$ cat src/rtl/gpio_rgb_packer_if.sv
// rtl/gpio_rgb_packer_if.sv - processor lane bus and pixel stream bundle for gpio_rgb_packer
interface gpio_rgb_packer_if;
  logic [127:0] GPIO;
  logic         GPIOEn;
  logic         GPIOEnR;
  logic         GPIOEnG;
  logic         GPIOEnB;
  logic [23:0]  pixel;
  logic         pixelValid;
  logic         pixelReady;
  logic [15:0]  pixelCount;
  logic         done;
  logic         seqErr;
  logic         ovfErr;

  modport slave (
    input  GPIO, GPIOEn, GPIOEnR, GPIOEnG, GPIOEnB, pixelReady,
    output pixel, pixelValid, pixelCount, done, seqErr, ovfErr
  );

  modport master (
    output GPIO, GPIOEn, GPIOEnR, GPIOEnG, GPIOEnB, pixelReady,
    input  pixel, pixelValid, pixelCount, done, seqErr, ovfErr
  );
endinterface

$ cat src/rtl/gpio_rgb_packer.sv
// rtl/gpio_rgb_packer.sv - packs saturated R/G/B lane words into a 4-pixel output stream
module gpio_rgb_packer #(
  parameter int unsigned PIXEL_TOTAL = 40000
) (
  input  logic           clk,
  input  logic           rst,
  gpio_rgb_packer_if.slave bus
);
  typedef enum logic [2:0] {WAIT_START, WAIT_R, WAIT_G, WAIT_B, FULL} state_t;

  state_t      state, state_nxt;
  logic        en_r, en_g, en_b;
  logic        store_r, store_g, store_b, load, set_seq, set_ovf;
  logic        accept, buf_free;
  logic [31:0] sat_word;
  logic [31:0] cap_r, cap_g, cap_b;
  logic [31:0] out_r, out_g, out_b;
  logic [1:0]  idx;
  logic [4:0]  sh;
  logic        out_valid;
  logic [15:0] count;
  logic        seq_err, ovf_err;

  function automatic logic [7:0] sat8(input logic [31:0] v);
    return (v > 32'd255) ? 8'hFF : v[7:0];
  endfunction

  always_comb begin
    sat_word = '0;
    for (int k = 0; k < 4; k++)
      sat_word[8*k +: 8] = sat8(bus.GPIO[32*k +: 32]);
  end

  // GPIOEn outranks every colour enable, so colour decodes are masked by it
  assign en_r = !bus.GPIOEn && bus.GPIOEnR;
  assign en_g = !bus.GPIOEn && !bus.GPIOEnR && bus.GPIOEnG;
  assign en_b = !bus.GPIOEn && !bus.GPIOEnR && !bus.GPIOEnG && bus.GPIOEnB;

  assign accept   = out_valid && bus.pixelReady;
  assign buf_free = !out_valid || (accept && idx == 2'd3);

  always_ff @(posedge clk or posedge rst) begin
    if (rst) state <= WAIT_START;
    else     state <= state_nxt;
  end

  always_comb begin
    state_nxt = state;
    store_r   = 1'b0;
    store_g   = 1'b0;
    store_b   = 1'b0;
    load      = 1'b0;
    set_seq   = 1'b0;
    set_ovf   = 1'b0;
    case (state)
      WAIT_START: begin
        if (bus.GPIOEn) state_nxt = WAIT_R;
      end
      WAIT_R: begin
        if (en_r) begin
          store_r   = 1'b1;
          state_nxt = WAIT_G;
        end else if (en_g || en_b) begin
          set_seq   = 1'b1;
          state_nxt = WAIT_R;
        end
      end
      WAIT_G: begin
        if (en_g) begin
          store_g   = 1'b1;
          state_nxt = WAIT_B;
        end else if (en_r || en_b) begin
          set_seq   = 1'b1;
          state_nxt = WAIT_R;
        end
      end
      WAIT_B: begin
        if (en_b) begin
          store_b   = 1'b1;
          state_nxt = FULL;
        end else if (en_r || en_g) begin
          set_seq   = 1'b1;
          state_nxt = WAIT_R;
        end
      end
      FULL: begin
        if (en_r || en_g || en_b) set_ovf = 1'b1;
        if (buf_free) begin
          load      = 1'b1;
          state_nxt = WAIT_R;
        end
      end
      default: state_nxt = WAIT_START;
    endcase
  end

  always_ff @(posedge clk or posedge rst) begin
    if (rst) begin
      cap_r     <= '0;
      cap_g     <= '0;
      cap_b     <= '0;
      out_r     <= '0;
      out_g     <= '0;
      out_b     <= '0;
      idx       <= '0;
      out_valid <= 1'b0;
      count     <= '0;
      seq_err   <= 1'b0;
      ovf_err   <= 1'b0;
    end else begin
      if (store_r) cap_r <= sat_word;
      if (store_g) cap_g <= sat_word;
      if (store_b) cap_b <= sat_word;
      if (set_seq) seq_err <= 1'b1;
      if (set_ovf) ovf_err <= 1'b1;
      if (accept && count != 16'hFFFF) count <= count + 16'd1;
      // a load on the last-accept edge keeps the stream gap-free
      if (load) begin
        out_r     <= cap_r;
        out_g     <= cap_g;
        out_b     <= cap_b;
        idx       <= 2'd0;
        out_valid <= 1'b1;
      end else if (accept) begin
        if (idx == 2'd3) out_valid <= 1'b0;
        idx <= idx + 2'd1;
      end
    end
  end

  assign sh             = {idx, 3'b000};
  assign bus.pixel      = out_valid ? {out_r[sh +: 8], out_g[sh +: 8], out_b[sh +: 8]} : 24'h0;
  assign bus.pixelValid = out_valid;
  assign bus.pixelCount = count;
  assign bus.done       = ({16'h0, count} >= PIXEL_TOTAL);
  assign bus.seqErr     = seq_err;
  assign bus.ovfErr     = ovf_err;
endmodule

$ cat src/flat_wrapper.sv
// flat-port wrapper written by rule: the top's interface ports become plain ports
module gpio_rgb_packer_flat 
#(
  parameter int unsigned PIXEL_TOTAL = 40000
)
  (clk, rst, bus_GPIO, bus_GPIOEn, bus_GPIOEnR, bus_GPIOEnG, bus_GPIOEnB, bus_pixelReady, bus_pixel, bus_pixelValid, bus_pixelCount, bus_done, bus_seqErr, bus_ovfErr);
  gpio_rgb_packer_if bus_i ();
  input  logic clk;
  input  logic rst;
  input wire logic [$bits(bus_i.GPIO)-1:0] bus_GPIO;
  input wire logic [$bits(bus_i.GPIOEn)-1:0] bus_GPIOEn;
  input wire logic [$bits(bus_i.GPIOEnR)-1:0] bus_GPIOEnR;
  input wire logic [$bits(bus_i.GPIOEnG)-1:0] bus_GPIOEnG;
  input wire logic [$bits(bus_i.GPIOEnB)-1:0] bus_GPIOEnB;
  input wire logic [$bits(bus_i.pixelReady)-1:0] bus_pixelReady;
  output wire logic [$bits(bus_i.pixel)-1:0] bus_pixel;
  output wire logic [$bits(bus_i.pixelValid)-1:0] bus_pixelValid;
  output wire logic [$bits(bus_i.pixelCount)-1:0] bus_pixelCount;
  output wire logic [$bits(bus_i.done)-1:0] bus_done;
  output wire logic [$bits(bus_i.seqErr)-1:0] bus_seqErr;
  output wire logic [$bits(bus_i.ovfErr)-1:0] bus_ovfErr;
  assign bus_i.GPIO = bus_GPIO;
  assign bus_i.GPIOEn = bus_GPIOEn;
  assign bus_i.GPIOEnR = bus_GPIOEnR;
  assign bus_i.GPIOEnG = bus_GPIOEnG;
  assign bus_i.GPIOEnB = bus_GPIOEnB;
  assign bus_i.pixelReady = bus_pixelReady;
  assign bus_pixel = bus_i.pixel;
  assign bus_pixelValid = bus_i.pixelValid;
  assign bus_pixelCount = bus_i.pixelCount;
  assign bus_done = bus_i.done;
  assign bus_seqErr = bus_i.seqErr;
  assign bus_ovfErr = bus_i.ovfErr;
  gpio_rgb_packer #(.PIXEL_TOTAL(PIXEL_TOTAL)) u_core (.clk(clk), .rst(rst), .bus(bus_i));
endmodule
$ cat config.mk
export PLATFORM = sky130hd
export DESIGN_NAME = gpio_rgb_packer_flat
export DESIGN_NICKNAME = d
export VERILOG_FILES = /design/src/rtl/gpio_rgb_packer_if.sv /design/src/rtl/gpio_rgb_packer.sv /design/src/flat_wrapper.sv
export SDC_FILE = /design/constraint.sdc
export NUM_CORES = 1
export LEC_CHECK = 0
export CAP_MARGIN = 25
export CORE_UTILIZATION = 30
export CTS_CLUSTER_DIAMETER = 60
export CTS_CLUSTER_SIZE = 20
export DETAILED_ROUTE_END_ITERATION = 10
export GPL_TIMING_DRIVEN = 1
export MAX_ROUTING_LAYER = met4
export SETUP_SLACK_MARGIN = 0.2
export SKIP_CTS_REPAIR_TIMING = 1
export SLEW_MARGIN = 20
export SYNTH_ARGS = -nofsm -noshare
export SYNTH_HDL_FRONTEND = slang
export SYNTH_SLANG_ARGS = --single-unit
$ cat constraint.sdc
create_clock -name clk -period 8.1 [get_ports clk]
set_input_delay 1.62 -clock clk [delete_from_list [all_inputs] [get_ports clk]]
set_output_delay 1.62 -clock clk [all_outputs]
set_load 0.05 [all_outputs]
==> results.cfg <==
[cells_and_area]
nets = 963
drive_gt1_share_pct = 30.6
postLayoutCoreUtil_pct = 38.5
syn2layout_area_growth_pct = 26.6
fin_cells = 1276

[timing]
setup_violations = 0
period_minus_slack_ns = 4.45
hold_viol = 0
slew_viol_final = 0
setup_tns_ns = 0
fin_skew_ns = 0.0261
rsz0062_at_grt = no
tightest_slew_ns = 0.946
fin_ws_ns = 3.65
timing.fmax_mhz = 225
period_share_pct = 54.9
slew_headroom_pct = 37.0
holdWs_ns = 0.487

[logic_synthesis]
synth-xor-area-share_pct = 1.24
synth_fa_ha_area_share_pct = 0.381
netlist.area_leader.share_pct = 54.8
synth.most_common_cell = dfrtp_1
synth-compound-area-share_pct = 1.80
ys_ff_latch = 216
syn_inst = 657
synth-main-ff-cell = dfrtp_1
synthArstFlopShare_pct = 100
synth-simple-area-share_pct = 10.0
seq_area_frac_synth_pct = 54.8
netlist_area_mm2 = 0.00986
yosys-top-cells-count = 216 x dfrtp_1, 148 x mux2_2, 33 x nand3b_1
synthesis.nets = 795
ys_warn_count = 0
synth_top_family_by_area = multiplexers
synth_top_area_cell = dfrtp_1
synth_edf_count = 0
yosysUniqueCellTypes = 52
synth.avg_cell_area_um2 = 15.0
synth.top_cells.by_area = dfrtp_1 55%, mux2_2 17%, mux4_2 5.5%, mux2_4 4.4%, nand3b_1 2.5%
synthMuxAreaShare_pct = 28.7

[clock_tree]
clkTransAtPathRegs_ns = 0.08
insertion_delay_ns = 0.50
cts_tree = done
cts_buffers = 16
clockBufferDepth = 3
cts.sinks = 216
htreeDepth = 1
cts_root_buf = clkbuf_16

[grt]
grt_pass1_wl_um = 35700
antenna_found_initial = 0
overflow = 0
grt_max_degree = 86
grt_pass1_vias = 6143
grtUsageTotal_pct = 14.2

[placed_design]
gp_congestion = 0.807
dpl.cell_count = 1249
dp_hpwl_um = 16000
portBuffers = 178
place_ws_ns = 3.47

[die]
rows = 66
dieWidth_um = 183
die_area_mm2 = 0.0336
die_h_um = 183
floorplan.initialDensity_pct = 30.4
core_mm2 = 0.0325
io_pins = 179

[status]
outcome = finished clean

[critical_path]
cp_max_fo = 26
crit_path_end_kind = output port
arrival_ns = 2.83
startpoint_type = flop
critPathRequiredTime_ns = 6.48
worstSetupPathType = reg2out

[route]
drc = 0
wl_per_cell_um = 18.0
finalWirelength_um = 22900
dr.pass1.iters = 4
via_per_inst = 4.70
drtIter0Drc = 230
antenna_left = 0
via_count = 5993

[pwr]
power.density_mw_per_mm2 = 243
ir_drop_mv = 0.137
p_leak_nw = 5.16

[run]
cap_viol_max_count = 0

[hold_path]
hp-class = reg2reg
[per-layer routing]
layer / GRT usage (%) / routed length, µm / up-vias
met5: - / 0 / -
met4: 2.40 / 279 / 0
met3: 1.93 / 859 / 22
met2: 23.7 / 11500 / 125
met1: 18.5 / 10300 / 3089
li1: - / - / 2757
[area by class of cell]
type / count / area, µm²
Clock inverter: 6 / 68.8
Multi-Input combinational cell: 401 / 4160
Inverter: 4 / 22.5
Tap cell: 442 / 553
Clock buffer: 20 / 415
Fill cell: 3103 / 20000
Timing Repair Buffer: 186 / 1860
Sequential cell: 216 / 5410
Antenna cell: 1 / 2.50
[flip-flops by register name (all words and copies together) (netlist names), 3 cells and up]
signal,count
u_core.bus.pixelCount,16
u_core.cap_b,32
u_core.cap_g,32
u_core.cap_r,32
u_core.out_b,32
u_core.out_g,32
u_core.out_r,32
u_core.state,3
[cell usage in the layout, fill, tap and decap left out, types with 3 or more instances in the layout]
master	Yosys	final
and2_1	28	28
clkbuf_1	10	4
dfrtp_1	216	215
nand3b_1	33	33
buf_4	8	6
xor2_1	7	7
nor2_4	5	5
mux4_2	24	24
nand4_1	8	8
or4_4	4	4
mux2_4	29	29
nor4_1	16	16
nor3_1	3	3
or4_1	5	5
inv_1	4	3
clkbuf_16	0	16
mux2_2	148	148
ha_1	3	3
a21oi_1	8	8
clkdlybuf4s50_1	0	178
nand2_1	11	11
and4_1	6	6
nand3_1	3	3
nor2_1	3	3
xnor2_1	7	7
mux2_1	17	17
and3_1	4	3
[critical path: stages (launching register included)]
cell and delay, ns:
dfrtp_4 0.83, mux4_2 0.62, and2_1 0.18, clkdlybuf4s50_1 0.70
[worst paths after layout]
check,slack [ns],startpoint,to,depth (start not counted)
hold / removal,0.49,u_core.bus.seqErr,u_core.bus.seqErr,2
min in group asynchronous,1.63,rst,u_core.state[1],2
hold reg to reg,0.49,u_core.bus.seqErr,u_core.bus.seqErr,2
setup / recovery,3.65,u_core.idx[0],bus_pixel[0],3
max in group asynchronous,5.31,rst,u_core.out_g[3],3
setup reg to reg,4.61,u_core.idx[0],u_core.out_r[17],6
[where the power goes]
| group | internal, mW | switching, mW | leakage [nW] |
|---|---|---|---|
| Combinational | 0.436 | 0.278 | 2.25 |
| Clock | 0.379 | 0.396 | 0.233 |
| Sequential | 1.35 | 0.197 | 2.68 |
| Total | 2.17 | 0.872 | 5.16 |
[metrics by stage]
step / total power [mW] / instance area (µm²)
3_5_place_dp: 2.29 / 12000
4_1_cts: 3.08 / 12500
2_1_floorplan: 2.04 / 9860
5_1_grt: 3.20 / 12500
3_3_place_gp: 2.27 / 12000
6_report: 3.04 / 12500
[logic make-up (layout without fill, tap and decap cells)]
group	count (synthesis)	after routing
muxes	218	218
xor gates and xnor gates	14	14
DFF	216	216
other	0	1
and+or+nand+nor	141	141
AOI/OAI and AO/OA	25	25
adders and majority gates	3	3
buffers and inverters	40	216
No activity file was read; power rests on OpenSTA's default activity.
